`config.mk`:
```
export PLATFORM = sky130hd
export DESIGN_NAME = seq_gen_q
export DESIGN_NICKNAME = d
export VERILOG_FILES = /design/src/rtl/seq_gen_pkg.sv /design/src/rtl/seq_gen_q_sat_add.sv /design/src/rtl/seq_gen_q.sv
export SDC_FILE = /design/constraint.sdc
export NUM_CORES = 1
export LEC_CHECK = 0
export ABC_AREA = 1
export CAP_MARGIN = 25
export CORE_MARGIN = 2
export CORE_UTILIZATION = 27
export CTS_CLUSTER_DIAMETER = 200
export DETAILED_ROUTE_END_ITERATION = 16
export PLACE_DENSITY = 0.45
export RECOVER_POWER = 50
export SLEW_MARGIN = 40
export SYNTH_ARGS = -nofsm -noshare
export SYNTH_HDL_FRONTEND = slang
export SYNTH_SLANG_ARGS = --single-unit
```
`constraint.sdc`:
```
create_clock -name i_clk -period 3.1 [get_ports i_clk]
set_clock_uncertainty 0.05 [all_clocks]
set_input_delay 0.465 -clock i_clk [delete_from_list [all_inputs] [get_ports i_clk]]
set_output_delay 0.465 -clock i_clk [all_outputs]
set_load 0.1 [all_outputs]
```
`src/rtl/seq_gen_pkg.sv`:
```
// Shared types and default sizing for the second-order sequence generator.
package seq_gen_pkg;

  localparam int DEF_W  = 13;
  localparam int DEF_NW = 6;

  typedef enum logic [1:0] {
    e_idle,
    e_calc,
    e_done
  } t_state;

endpackage

```
`src/rtl/seq_gen_q_sat_add.sv`:
```
// Unsigned W-bit adder that reports the carry out and optionally clamps
// the sum to all-ones when the carry is set.
module sat_add #(
  parameter int W   = 13,
  parameter int SAT = 0
) (
  input  logic [W-1:0] a_i,
  input  logic [W-1:0] b_i,
  output logic [W-1:0] sum_o,
  output logic         carry_o
);

  logic [W:0] full_sum;

  assign full_sum = {1'b0, a_i} + {1'b0, b_i};
  assign carry_o  = full_sum[W];
  assign sum_o    = ((SAT != 0) && full_sum[W]) ? '1 : full_sum[W-1:0];

endmodule

```
`src/rtl/seq_gen_q.sv`:
```
// Second-order sequence generator: term n of base + n*step + inc*n(n-1)/2,
// one iteration per clock, behind a start/done/clear handshake.
module seq_gen_q
  import seq_gen_pkg::*;
#(
  parameter int W   = DEF_W,
  parameter int NW  = DEF_NW,
  parameter int SAT = 0
) (
  input  logic          i_clk,
  input  logic          i_rst,
  input  logic          i_start,
  input  logic          i_clear,
  input  logic          i_abort,
  input  logic [NW-1:0] i_n,
  input  logic [W-1:0]  i_base,
  input  logic [W-1:0]  i_step,
  input  logic [W-1:0]  i_inc,
  output logic          o_ready,
  output logic          o_busy,
  output logic          o_done,
  output logic          o_ovf,
  output logic [W-1:0]  o_val
);

  t_state        state_q, state_d;
  logic [NW-1:0] r_n_q, r_n_d;
  logic [W-1:0]  r_acc_q, r_acc_d;
  logic [W-1:0]  r_step_q, r_step_d;
  logic [W-1:0]  r_inc_q, r_inc_d;
  logic [W-1:0]  r_val_q, r_val_d;
  logic          r_ovf_run_q, r_ovf_run_d;
  logic          r_ovf_q, r_ovf_d;

  logic [W-1:0]  acc_sum, step_sum;
  logic          acc_carry, step_carry;
  logic          load;

  sat_add #(.W(W), .SAT(SAT)) u_acc_add (
    .a_i     (r_acc_q),
    .b_i     (r_step_q),
    .sum_o   (acc_sum),
    .carry_o (acc_carry)
  );

  sat_add #(.W(W), .SAT(SAT)) u_step_add (
    .a_i     (r_step_q),
    .b_i     (r_inc_q),
    .sum_o   (step_sum),
    .carry_o (step_carry)
  );

  // Start is honoured from both idle and done, so a finished run can chain
  // straight into the next one without a clear.
  assign load = i_start && (state_q != e_calc);

  always_comb begin
    // NOTE: every next-state signal takes its held value first so that no
    // path through the case statement leaves one unassigned (no latches).
    state_d     = state_q;
    r_n_d       = r_n_q;
    r_acc_d     = r_acc_q;
    r_step_d    = r_step_q;
    r_inc_d     = r_inc_q;
    r_val_d     = r_val_q;
    r_ovf_run_d = r_ovf_run_q;
    r_ovf_d     = r_ovf_q;

    if (load) begin
      state_d     = e_calc;
      r_n_d       = i_n;
      r_acc_d     = i_base;
      r_step_d    = i_step;
      r_inc_d     = i_inc;
      r_ovf_run_d = 1'b0;
    end else begin
      unique case (state_q)
        e_calc: begin
          if (i_abort) begin
            state_d = e_idle;
          end else if (r_n_q == '0) begin
            state_d = e_done;
            r_val_d = r_acc_q;
            r_ovf_d = r_ovf_run_q;
          end else begin
            r_acc_d     = acc_sum;
            r_step_d    = step_sum;
            r_n_d       = r_n_q - NW'(1);
            r_ovf_run_d = r_ovf_run_q | acc_carry | step_carry;
          end
        end
        e_done: begin
          if (i_clear) state_d = e_idle;
        end
        default: state_d = e_idle;
      endcase
    end
  end

  // NOTE: state updates use non-blocking assignments so every register
  // samples the same pre-edge values regardless of statement order.
  always_ff @(posedge i_clk or posedge i_rst) begin
    if (i_rst) begin
      state_q     <= e_idle;
      r_n_q       <= '0;
      r_acc_q     <= '0;
      r_step_q    <= '0;
      r_inc_q     <= '0;
      r_val_q     <= '0;
      r_ovf_run_q <= 1'b0;
      r_ovf_q     <= 1'b0;
    end else begin
      state_q     <= state_d;
      r_n_q       <= r_n_d;
      r_acc_q     <= r_acc_d;
      r_step_q    <= r_step_d;
      r_inc_q     <= r_inc_d;
      r_val_q     <= r_val_d;
      r_ovf_run_q <= r_ovf_run_d;
      r_ovf_q     <= r_ovf_d;
    end
  end

  assign o_ready = (state_q == e_idle) || (state_q == e_done);
  assign o_busy  = (state_q == e_calc);
  assign o_done  = (state_q == e_done);
  assign o_ovf   = r_ovf_q;
  assign o_val   = r_val_q;

endmodule

```
==> flow_summary.toml, run 1 <==
[run_status]
outcome = "finished, violations left"
violations = "max-capacitance violations, max-slew violations"

[cells_and_area]
drive_gt1_share_pct = 9.65
antenna_cells = 0
nets = 780
syn2layout_area_growth_pct = 24.2
finish.instance_area_mm2 = 0.00559

[sta]
final-max-slew-violation-count = 63
fin_crit_sh_pct = 68.9
tightest_slew_ns = 1.60
rsz0062_at_grt = "false"
finalSetupTns_ns = 0
max_slew_margin_pct = -6.77
fmax_ghz = 0.468
setup_viol = 0
hold_viol = 0
period_minus_slack_ns = 2.13

[die]
core-area_mm2 = 0.0164
fp.dieH_um = 133
fp-row-count = 47
initial_utilization_pct = 27.4
die-area_mm2 = 0.0177
die_w_um = 133
boundaryPins = 67

[cts]
cts_max_level = 3
cts.sinks = 62
ctsHoldBuffers = 0
cts.path.max_buffers = 2
cts_tree = "yes"
cts_resized = 0
postCtsSetupRepairBufs = 0
path_clk_slew_ns = 0.05
clock_latency_ns = 0.35
cts-root-buf = "clkbuf_16"
cts_made_buffers = 9

[grt]
top_usage_layer = "met2"
grt_use_met1_pct = 18.2
grt_max_degree = 68
grt_pass1_wl_um = 20900
antenna_found_initial = 0
overflow = 0
grt_pass1_vias = 4399
grt_util_all_layers_pct = 15.1
grt_use_met2_pct = 26.0
grtUsageMet3_pct = 2.93

[logic_synthesis]
synth-async-reset-ratio_pct = 100
ys_ff_latch = 62
synth_edf_count = 0
yosysWarnings = 0
syn_avg_cell_area_um2 = 7.09
synth_area_mm2 = 0.00450
ys_types = 38
syn_inst = 635
synth_nets = 715
ys.flop_type = "dfrtp_1"
seq_area_frac_synth_pct = 34.5

[critical_path]
endpoint_kind = "async pin"
startpoint_type = "input port"
regToRegSetupSlack_ns = 1.02
crit_required_ns = 3.21
critPathKind = "input port to async pin"
cp.arrival_ns = 2.25
critPathMaxFanout = 62

[routing]
wl_per_cell_um = 13.3
route.vias.total = 4095
drt_pass1_iterations = 4
route.detailed.drc = 0
routed_wl_um = 12300
drt-initial-drc-count = 199
drt-vias-per-instance = 4.43
antenna_left = 0

[placed_design]
place_congestion = 0.851
hpwl_um = 9210
dpl_cell_area_mm2 = 0.00532
port_buffers = 66

[job]
drv_cap = 1

[hold_path]
hp-class = "flop to flop"
==> synth_stat cells (all sizes together), types with 4 or more instances <==
| cell | count | share of area (%) |
|---|---|---|
| nand2 | 235 | 20 |
| inv | 89 | 7.5 |
| nand3 | 51 | 6.1 |
| ha | 28 | 7.8 |
| o211ai | 6 | 1.4 |
| buf | 13 | 2.4 |
| nor2 | 64 | 6.1 |
| mux2 | 6 | 1.8 |
| xnor2 | 4 | 0.78 |
| a21oi | 20 | 2.5 |
| nand4 | 11 | 1.5 |
| o21ai | 25 | 3.3 |
| xor2 | 5 | 0.97 |
| dfrtp | 62 | 34 |
==> through the flow <==
step	instances	util (%)	setup WS (ns)	hold WS, ns
4_1_cts	925	34.3	0.999	0.441
3_3_place_gp	909	32.4	0.898	0.416
2_1_floorplan	635	-	0.292	0.399
5_1_grt	925	34.1	0.597	0.455
6_report	925	34.1	0.965	0.431
3_5_place_dp	909	32.4	0.869	0.426
==> state kept, by name, indices dropped and copies added (netlist names) <==
register	flops
r_inc_q	13
state_q	2
o_val	13
r_acc_q	13
r_n_q	6
o_ovf	1
r_ovf_run_q	1
r_step_q	13
==> kinds of logic after synthesis <==
logic type | share of synthesized area, %
compound gates | 8.87
xor+xnor | 1.75
fa+ha+maj | 8.68
buf+inv | 10.2
flops | 34.5
mux | 1.75
simple gates | 34.3
==> cell usage in the layout (no fill, tap or decap), types with 3 or more instances in the layout <==
cell type / n
a21oi_1: 17
a21oi_2: 3
a31oi_2: 3
and2_1: 3
buf_4: 12
clkbuf_1: 10
clkbuf_16: 9
clkdlybuf4s50_1: 48
dfrtp_1: 62
ha_1: 28
inv_1: 85
mux2_2: 3
mux2_4: 3
nand2_1: 232
nand3_1: 49
nand4_1: 11
nor2_1: 57
nor2_2: 5
o211ai_2: 4
o21ai_0: 18
o21ai_2: 6
o22ai_2: 3
xnor2_1: 4
xor2_1: 5
==> worst max-delay path, cell delays in order <==
cell,delay (ns)
dlygate4sd3_1,0.54
clkinv_1,0.04
clkbuf_2,1.10
==> routing by layer <==
layer | part of all wire (%) | wire (um)
met1 | 46 | 5630
met3 | 3.1 | 379
met4 | 2.9 | 361
met2 | 48 | 5910
met5 | 0 | 0
==> area by class of cell <==
cell class,instances,area (um2)
flip-flops and latches,62,1550
clock inverters,4,70.1
inverters,89,339
repair buffers,70,616
clock buffers,12,246
fillers,1765,10800
well taps,220,275
multi-input cells,468,2490
==> path summary, 6_finish.rpt <==
path | from | to | depth (start not counted)
hold / removal | r_inc_q[2] | r_inc_q[2] | 2
setup reg to reg | r_step_q[0] | r_acc_q[8] | 11
min in group asynchronous | i_rst | r_inc_q[3] | 3
setup / recovery | i_rst | o_val[8] | 3
max in group i_clk | r_step_q[0] | r_acc_q[8] | 11
hold reg to reg | r_inc_q[2] | r_inc_q[2] | 2
Power of run 1 is left out: the tool's default activity adds up to more than one toggle a clock period on the data nets, which glitch-free logic cannot reach.
==> run 2, diff against run 1 <==
PLACE_DENSITY = 0.46   (was 0.45)
clock period = 1.9 ns   (was 3.1 ns; I/O delays follow)
==> run 2 against run 1 <==
Against the previous run:
- critical path depth is 6 higher
- the flow now finishes without violations
- utilization is 1.7 points higher
- first-iteration DRC count decreased by 33%
- non-clock buffer count increased by 16
- hold slack got worse by 0.0037 ns
- worst setup slack lost 0.86 ns
- largest cell class unchanged
==> flow_summary.toml, run 2 (synthesis results as in run 1) <==
[cells_and_area]
antenna_cells = 0
syn2layout_area_growth_pct = 30.4
finish.instance_area_mm2 = 0.00587
layout_commonest_cell = "nand2_1"
drive_gt1_share_pct = 16.4
final_cell_mix = "nand2_1 (230), inv_1 (82), dfrtp_1 (60)"
nets = 796
final-instance-count-excl-fill = 938

[routing]
drt-vias-per-instance = 4.39
drt_pass1_iterations = 4
wl_per_cell_um = 12.7
drt-initial-drc-count = 134
route.detailed.drc = 0
antenna_left = 0
routed_wl_um = 11900
route.vias.total = 4120

[grt]
grt_use_met2_pct = 25.0
overflow = 0
grt_pass1_wl_um = 20400
top_usage_layer = "met2"
antenna_found_initial = 0
grt_use_met1_pct = 17.8
grt_max_degree = 68
grt_util_all_layers_pct = 14.5
grtUsageMet3_pct = 4.00
grt_pass1_vias = 4296

[die]
initial_utilization_pct = 27.4
boundaryPins = 67
fp.dieH_um = 133
fp-row-count = 47
core-area_mm2 = 0.0164
die-area_mm2 = 0.0177
die_w_um = 133

[critical_path]
crit_family = "adder cells"
r2r-start = "r_step_q[0]"
r2r_end = "r_step_q[4]"
crit_required_ns = 2.12
critPathMaxFanout = 4
crit_buf_inv = 2
startpoint_type = "flop"
reg2regPathDepth = 9
path_cells = "ha_2 -> inv_2 -> fa_2 -> inv_2 -> nand3_2 -> nand3_4 -> xor2_1 -> nand2_1 -> a21oi_2"
critPathMostFrequentCell = "inv_2"
cpPeakStageDelay_ns = 0.39
endpoint_kind = "flop"
critPathKind = "flop to flop"
cp_slowest_cell = "dfrtp_1"
cp.arrival_ns = 2.01
regToRegSetupSlack_ns = 0.10

[hold_path]
min_from = "r_ovf_run_q"
hp-class = "flop to flop"
min_to = "r_ovf_run_q"
holdPathStages = 2

[cts]
clock_latency_ns = 0.34
cts-root-buf = "clkbuf_16"
path_clk_slew_ns = 0.05
cts.path.max_buffers = 2
cts_tree = "yes"
cts.sinks = 62
cts_max_level = 3
cts_made_buffers = 9

[placed_design]
hpwl_um = 9050
dpl_cell_area_mm2 = 0.00554
place_congestion = 0.852
port_buffers = 66
place_inst = 923

[sta]
setup_viol = 0
max_slew_margin_pct = 40.7
fin_hold_ws_ns = 0.428
fin_crit_sh_pct = 94.7
fmax_ghz = 0.556
hold_viol = 0
tightest_slew_ns = 0.890
final-max-slew-violation-count = 0
rsz0062_at_grt = "true"
period_minus_slack_ns = 1.80

[job]
drv_cap = 0

[run_status]
outcome = "complete, no violations"
run 2: changes by cell type in the layout (fill, tap and decap cells not counted), sizes merged:
cell,previous run,this run
buf,12,32
bufinv,2,0
clkbuf,21,16
run 2: routing by layer:
metal,vias to the layer above,wire [um]
met5,-,0
met4,0,180
met3,12,408
met2,60,5800
met1,1892,5550
li1,2156,-
run 2: what timing repair did:
action,CTS,global route
endpoints found under the setup margin,4,18
pin swaps,0,12
hold buffers,0,0
setup buffers,0,2
gates resized for setup,2,26
run 2: worst max-delay path by stage:
stage                start           end  cells after the start
2_1_floorplan   state_q[0]      o_val[0]                      5
3_3_place_gp   r_step_q[0]    r_acc_q[6]                     11
3_5_place_dp   r_step_q[0]    r_acc_q[8]                     11
4_1_cts        r_step_q[0]  r_step_q[10]                     10
5_1_grt        r_step_q[0]   r_step_q[8]                     11
6_report       r_step_q[0]   r_step_q[4]                      9
run 2: final cells by class:
| type | instances | area, um2 |
|---|---|---|
| multi-input combinational | 468 | 2600 |
| clock buffer | 11 | 253 |
| timing repair buffer | 86 | 833 |
| clock inverter | 2 | 10.0 |
| inverter | 89 | 339 |
| tap | 220 | 275 |
| sequential | 62 | 1550 |
| fill | 1758 | 10500 |
run 2: worst reg2reg max path, cell delays in order, from the launching register on:
cell and delay, ns:
dfrtp_1 0.39, ha_2 0.21, inv_2 0.04, fa_2 0.36, inv_2 0.07, nand3_2 0.08
nand3_4 0.12, xor2_1 0.18, nand2_1 0.08, a21oi_2 0.14
run 2: stage by stage:
step	setup TNS (ns)	setup WS, ns	util [%]
4_1_cts	0	0.0287	35.4
2_1_floorplan	0	0.00529	-
3_3_place_gp	0	0.0313	33.8
6_report	0	0.101	35.8
3_5_place_dp	0	0.0109	33.8
5_1_grt	-0.194	-0.0469	35.8
Power of run 2 is left out for the same reason.
